[config.mk]
export PLATFORM = sky130hd
export DESIGN_NAME = rv_fifo_buffer
export DESIGN_NICKNAME = d
export VERILOG_FILES = /design/src/rtl/rv_fifo_buffer.sv
export SDC_FILE = /design/constraint.sdc
export NUM_CORES = 1
export LEC_CHECK = 0
export BUFFER_PORTS_ARGS = -buffer_cell sky130_fd_sc_hd__buf_2
export CAP_MARGIN = 25
export CORE_MARGIN = 5
export CORE_UTILIZATION = 30
export CTS_CLUSTER_DIAMETER = 50
export DETAILED_ROUTE_END_ITERATION = 16
export GPL_ROUTABILITY_DRIVEN = 0
export GPL_TIMING_DRIVEN = 0
export PLACE_DENSITY = 0.51
export SYNTH_ARGS = -nofsm -noshare
export SYNTH_HDL_FRONTEND = slang
export SYNTH_SLANG_ARGS = --single-unit
[constraint.sdc]
create_clock -name clk -period 2.6 [get_ports clk]
set_input_delay 0.39 -clock clk [delete_from_list [all_inputs] [get_ports clk]]
set_output_delay 0.39 -clock clk [all_outputs]
set_load 0.005 [all_outputs]
[src/rtl/rv_fifo_buffer.sv]
// rv_fifo_buffer: ready/valid FIFO with occupancy count, almost-full flag and synchronous flush.
// Define RV_FIFO_FALLTHROUGH_EN for zero-latency pass-through when empty.
module rv_fifo_buffer #(
   parameter int DATA_WIDTH   = 8,
   parameter int DEPTH        = 4,
   parameter int AFULL_THRESH = DEPTH - 1
) (
   input  logic                         clk,
   input  logic                         rst,
   input  logic                         flush,
   input  logic [DATA_WIDTH-1:0]        in_data,
   input  logic                         in_valid,
   output logic                         in_ready,
   output logic [DATA_WIDTH-1:0]        out_data,
   output logic                         out_valid,
   input  logic                         out_ready,
   output logic [$clog2(DEPTH+1)-1:0]   count,
   output logic                         almost_full
);
   localparam int AW = $clog2(DEPTH);
   localparam int CW = $clog2(DEPTH+1);
   logic [DATA_WIDTH-1:0] r_mem [DEPTH];
   logic [AW-1:0]         r_wr_ptr;
   logic [AW-1:0]         r_rd_ptr;
   logic [CW-1:0]         r_count;
   logic                  w_empty;
   logic                  w_push;
   logic                  w_pop;
   assign w_empty     = r_count == '0;
   assign in_ready    = rst && !flush && (r_count != CW'(DEPTH));
   assign count       = r_count;
   assign almost_full = r_count >= CW'(AFULL_THRESH);
`ifdef RV_FIFO_FALLTHROUGH_EN
   // An empty FIFO forwards the upstream word; it is stored only if downstream stalls.
   assign out_valid = rst && !flush && (w_empty ? in_valid : 1'b1);
   assign out_data  = !rst ? '0 : w_empty ? in_data : r_mem[r_rd_ptr];
   assign w_push    = in_valid && in_ready && !(w_empty && out_ready);
   assign w_pop     = out_valid && out_ready && !w_empty;
`else
   assign out_valid = rst && !flush && !w_empty;
   assign out_data  = (rst && !w_empty) ? r_mem[r_rd_ptr] : '0;
   assign w_push    = in_valid && in_ready;
   assign w_pop     = out_valid && out_ready;
`endif
   always_ff @(posedge clk) begin
      if (!rst) begin
         r_wr_ptr <= '0;
         r_rd_ptr <= '0;
         r_count  <= '0;
      end else if (flush) begin
         r_wr_ptr <= '0;
         r_rd_ptr <= '0;
         r_count  <= '0;
      end else begin
         r_wr_ptr <= r_wr_ptr + AW'(w_push);
         r_rd_ptr <= r_rd_ptr + AW'(w_pop);
         r_count  <= r_count + CW'(w_push) - CW'(w_pop);
      end
   end
   always_ff @(posedge clk) begin
      if (w_push) r_mem[r_wr_ptr] <= in_data;
   end
endmodule

### Yosys cells after proc, flatten, opt, wreduce, memory -nomap -nowiden

Memory sizes are Yosys's and may differ from the RTL's. A register that Yosys moved wholly into a read port is not among the register bits.
Index checks and enable logic that the tools add are counted.
Widths: inputs -> output; s select.

| storage, ports and cells | value |
|---|---|
| bits in registers | 7 |
| latch bits | 0 |
| RAM bits | 32 |
| bits in read-only memories | 0 |
| output and inout bits | 14 |
| word-level logic and storage cells | 25 |
| memories | 1 |

Memories:

| name | words | bits a word | read ports | clocked after memory_dff | write ports | line | text |
|---|---|---|---|---|---|---|---|
| r_mem | 4 | 8 | 1 | 1 | 1 | 22 | `logic [DATA_WIDTH-1:0] r_mem [DEPTH];` |

| cells by class | value |
|---|---|
| add/subtract/negate cells | 4 |
| multiply operators | 0 |
| div/mod/pow operators | 0 |
| $lt $le $gt $ge | 1 |
| equality and inequality tests | 1 |
| shift-type cells | 0 |
| mux-type cells | 4 |
| bitwise operators | 1 |
| reductions and logical operators | 10 |

Operator list:

| cell | number |
|---|---|
| $mux 8 | 1 |
| $logic_and 1x1->1 | 6 |
| $add 2x1->2 | 2 |
| $add 3x1->3 | 1 |
| $ge 3x2->1 const B | 1 |
| $logic_not 3->1 | 1 |
| $ne 3x3->1 const B | 1 |
| $sub 3x1->3 | 1 |
| $logic_not 1->1 | 2 |
| $mux 1 | 2 |
| $mux 2 | 1 |
| $reduce_or 2->1 | 1 |
| $not 1->1 | 1 |

### Depth between registers and ports, before layout

| depth | value |
|---|---|
| depth in word-level cells | 6 |
| gate-level depth with buffers | 8 |
| mapped depth without buffers | 8 |

### Worst setup path after synthesis

OpenSTA, ideal clock, no wires.

| path | value |
|---|---|
| path type | input -> register |
| start point | input port flush |
| end point | memory r_mem[1][0], enable pin |
| arrival time | 1472 ps |
| required time | 2215 ps |
| setup slack | 743 ps |
| cell stages on the path | 3 |
| buffers on the path | 0 |
| cells stage by stage | and2b_1 > o311ai_4 > nor3b_1 |

| on the way | value |
|---|---|
| longest elaborated chain between the ends | 6 |

RTL lines:

| element | line | text |
|---|---|---|
| from (decl) | 10 | `input logic flush,` |
| $logic_not 1->1 | 30 | `assign in_ready = rst && !flush && (r_count != CW'(DEPTH));` |
| $logic_and 1x1->1 (2 in series) | 30 |  |
| $logic_and 1x1->1 | 42 | `assign w_push = in_valid && in_ready;` |
| $mux 1 | 61 | `if (w_push) r_mem[r_wr_ptr] <= in_data;` |
| $mux 1 (not written as such) | 61 |  |
| to (decl) | 22 |  |

Every way passes these cells.

### Final worst setup path

| path | value |
|---|---|
| start point | register r_count[1], in the netlist count[1] |
| end point | output port out_data[5] |

| on the way | value |
|---|---|
| longest elaborated chain between the ends | 4 |

RTL lines:

| element | line | text |
|---|---|---|
| from (decl) | 25 | `logic [CW-1:0] r_count;` |
| from (signal assigned) | 57 | `r_count <= r_count + CW'(w_push) - CW'(w_pop);` |
| $logic_not 3->1 | 29 | `assign w_empty = r_count == '0;` |
| $logic_not 1->1 | 41 | `assign out_data = (rst && !w_empty) ? r_mem[r_rd_ptr] : '0;` |
| $logic_and 1x1->1 | 41 |  |
| $mux 8 | 41 |  |
| to (decl) | 14 | `output logic [DATA_WIDTH-1:0] out_data,` |

Every way passes these cells.

==> flow_summary_export.csv <==
group,metric,value,unit
worst_setup_path,timing.setup.critical_path_class,"flip-flop to output port",
logic_synthesis,synth_area_leaders,"edfxtp_1, mux4_2, dfxtp_1",
clocking,post_cts_resize_count,0,
sta,fin_worst_skew,0.00421,ns
clocking,cts.repair_timing.setup_buffer_count,0,
worst_setup_path,family_of_cells_with_the_greatest_summed_delay_on_the_critical_path,"compound AO/OA/AOI/OAI gates",
power_and_ir_drop,total_power,1110,uW
power_and_ir_drop,portion_of_total_power_attributed_to_combinational_logic,3.9,%
grt,grt_overflow_total,0,
sta,max-slew-margin-rel,47.6,%
power_and_ir_drop,intPower,887,uW
clocking,cts_htree_levels,2,
route,wl_per_cell,14.6,um
sta,maxSlewViolCount,0,
logic_synthesis,yosysWarnings,0,
route,drt_pass1_iterations,4,
worst_setup_path,cp.required,2.21,ns
worst_setup_path,cp_slowest_stage_delay,0.75,ns
logic_synthesis,synth_area_per_inst,16.9,um2
sta,final-setup-viol-count,0,
place,dpl.hpwl,2.09,mm
sta,min_period_over_period,81.9,%
power_and_ir_drop,power.density_cell_area,567,nW/um2
grt,first_global_vias,992,
route,total_routed_wirelength,2.98,mm
power_and_ir_drop,leakagePower,0.000691,uW
power_and_ir_drop,peakVddDrop,0.190,mV
floorplan,placement_rows,27,
floorplan,fp.coreArea,5410,um2
route,ant_nets,0,
finish,final_layout_size_suffix_gt1_share,38.6,%
flow_run,max_cap_violations,0,
clocking,cts-root-buf,"clkbuf_8",
clocking,cts_sink_count,39,
logic_synthesis,synth_cells,97,
sta,rsz0062_at_grt,"no",
worst_setup_path,cp_cell_sequence,"o31ai_2, nor2b_1, buf_2",
clocking,clk_latency,0.28,ns
place,dpl_worst_slack,0.371,ns
worst_setup_path,slowest_stage,"o31ai_2",
worst_setup_path,worst-r2r-setup-slack,0.64,ns
finish,antennaDiodeCount,0,
finish,post-route-cell-area,1960,um2
logic_synthesis,synthDominantAreaCellType,"edfxtp_1",
sta,layout_min_cycle_time,2.13,ns
worst_setup_path,critical_path.max_fanout,9,
logic_synthesis,synth.cell_area,1640,um2
clocking,cts_tree,"built",
worst_setup_path,timing.critical_path.to_type,"output port",
grt,global_route_wire_length_before_repair,4.91,mm
sta,total_negative_setup_slack,0,ns
place,area_of_placed_instances,1880,um2
route,num_vias,905,
floorplan,chipWidth,83.9,um
power_and_ir_drop,switching_power,225,uW
sta,fmaxAchievable,470,MHz
logic_synthesis,synth.lib_cells_used.distinct,30,
sta,worst_slack,0.471,ns
floorplan,fp.dieArea,7050,um2
run_status,outcome,"completed",
logic_synthesis,count_of_state_elements_after_synthesis,39,
place,numPortBuffers,26,
grt,grt_antenna_before_repair,0,
clocking,clkTransAtPathRegs,0.07,ns
power_and_ir_drop,p_sw_share,20.3,%
route,drc_errors,0,
logic_synthesis,synth.top_cell.area_share,58.6,%
floorplan,start_util,30.3,%
worst_setup_path,worstPathArrival,1.74,ns
power_and_ir_drop,seq_power_share,61.4,%
route,drt_iter0_markers,54,
hold_path,hold_class,"input pin to flip-flop",
logic_synthesis,synth_fp_nets,114,
worst_setup_path,cp-start-kind,"flip-flop",
floorplan,io_pins,27,
grt,grt.total_usage,9.24,%
clocking,cts-root-to-sink-buffers,2,
finish,design.final.nets,148,
logic_synthesis,synth-seq-area-share,67.1,%
clocking,postCtsHoldBufs,0,
grt,grt_max_degree,13,
route,post_drt_via_cell_ratio,4.44,
finish,flow.area_growth_from_synthesis,19.5,%
worst_setup_path,worstPathBufferInverterCount,1,
floorplan,die_h,83.9,um
clocking,cts_buffers,5,
sta,worst_pin_slew,0.782,ns
power_and_ir_drop,clockPowerShare,34.8,%
sta,final_hold_viol_count,0,
## Yosys cell counts (all sizes together)
cell type  instances
a211oi             1
a21oi              2
and2               2
and2b              1
and3               1
buf                1
clkbuf             2
dfxtp              7
edfxtp            32
fa                 1
ha                 3
inv                3
mux2i              1
mux4               8
nand2              2
nand2b             1
nor2               7
nor2b              8
nor3               2
nor3b              2
o21ai              2
o311ai             2
o31ai              2
xnor2              1
xor2               3
## cell type report
class	instances	area [um2]
clock inverter	2	12.5
tap	72	90.1
inverter	3	11.3
clock buffer	6	72.6
timing repair buffer	27	135
multi-input combinational	52	522
sequential	39	1100
fill	531	3440
buffer	3	16.3
## metal layers
metal  vias to the layer above  global-route usage, %  wire length (um)
li1                        435                      -                 -
met1                       435                   10.6              1250
met2                        28                   15.4              1510
met3                         7                   3.16               153
met4                         0                   4.39                59
met5                         -                      0                 0
## worst paths after layout
check / start / end / cells past startpoint
setup / recovery: count[1] / out_data[5] / 3
hold reg to reg: r_wr_ptr[1] / r_wr_ptr[1] / 2
hold / removal: in_data[2] / r_mem[1][2] / 1
setup reg to reg: count[1] / count[2] / 8
## placed cells by master (no fill, tap or decap), types with 2 or more instances in the layout
cell      netlist  layout
ha_1            3       3
and2_1          2       2
nor3b_2         0       2
a21oi_1         2       2
dfxtp_1         7       7
buf_2           0      27
nor2b_1         8       8
xor2_1          3       3
edfxtp_1       32      32
clkbuf_1        1       2
nand2_1         2       2
nor2_1          7       7
mux4_2          8       8
o21ai_0         2       2
inv_2           2       2
clkbuf_8        0       5
## sequential cells by signal, summed over array words and instances, names as in the netlist
name / count
r_rd_ptr: 2
r_wr_ptr: 2
count: 3
r_mem: 32
## power by group through the flow
stage / logic, uW / registers [uW] / clock network, uW
3_3_place_gp: 40.7 / 696 / 0
5_1_grt: 48.6 / 683 / 429
3_5_place_dp: 44.1 / 697 / 0
2_1_floorplan: 19.9 / 696 / 0
6_report: 42.9 / 683 / 387
4_1_cts: 44.2 / 682 / 405
## metrics by stage
| stage | hold slack, ns | instances | util, % |
|---|---|---|---|
| 2_1_floorplan | 0.489 | 97 | - |
| 3_3_place_gp | 0.539 | 195 | 34.4 |
| 3_5_place_dp | 0.567 | 196 | 34.7 |
| 4_1_cts | 0.305 | 204 | 36.3 |
| 5_1_grt | 0.306 | 204 | 36.3 |
| 6_report | 0.318 | 204 | 36.3 |
## cells by family after synthesis
group	after synthesis	synth area share (%)
AO/OA/AOI/OAI	9	5.03
XOR/XNOR	4	2.14
adder cells (fa/ha/maj)	4	3.51
buffers and inverters	6	1.68
flip-flops	39	67.1
multiplexers	9	11.6
AND/OR/NAND/NOR	26	8.93
## worst register-to-register path: stages, from the launching register on
cell and delay, ns:
dfxtp_1 0.44, nor2_1 0.28, nor2_1 0.09, a211oi_1 0.24, ha_1 0.19, inv_1 0.05, fa_1 0.37, xor2_1 0.14
nor2_1 0.05
(Power assumes the default switching activity.)
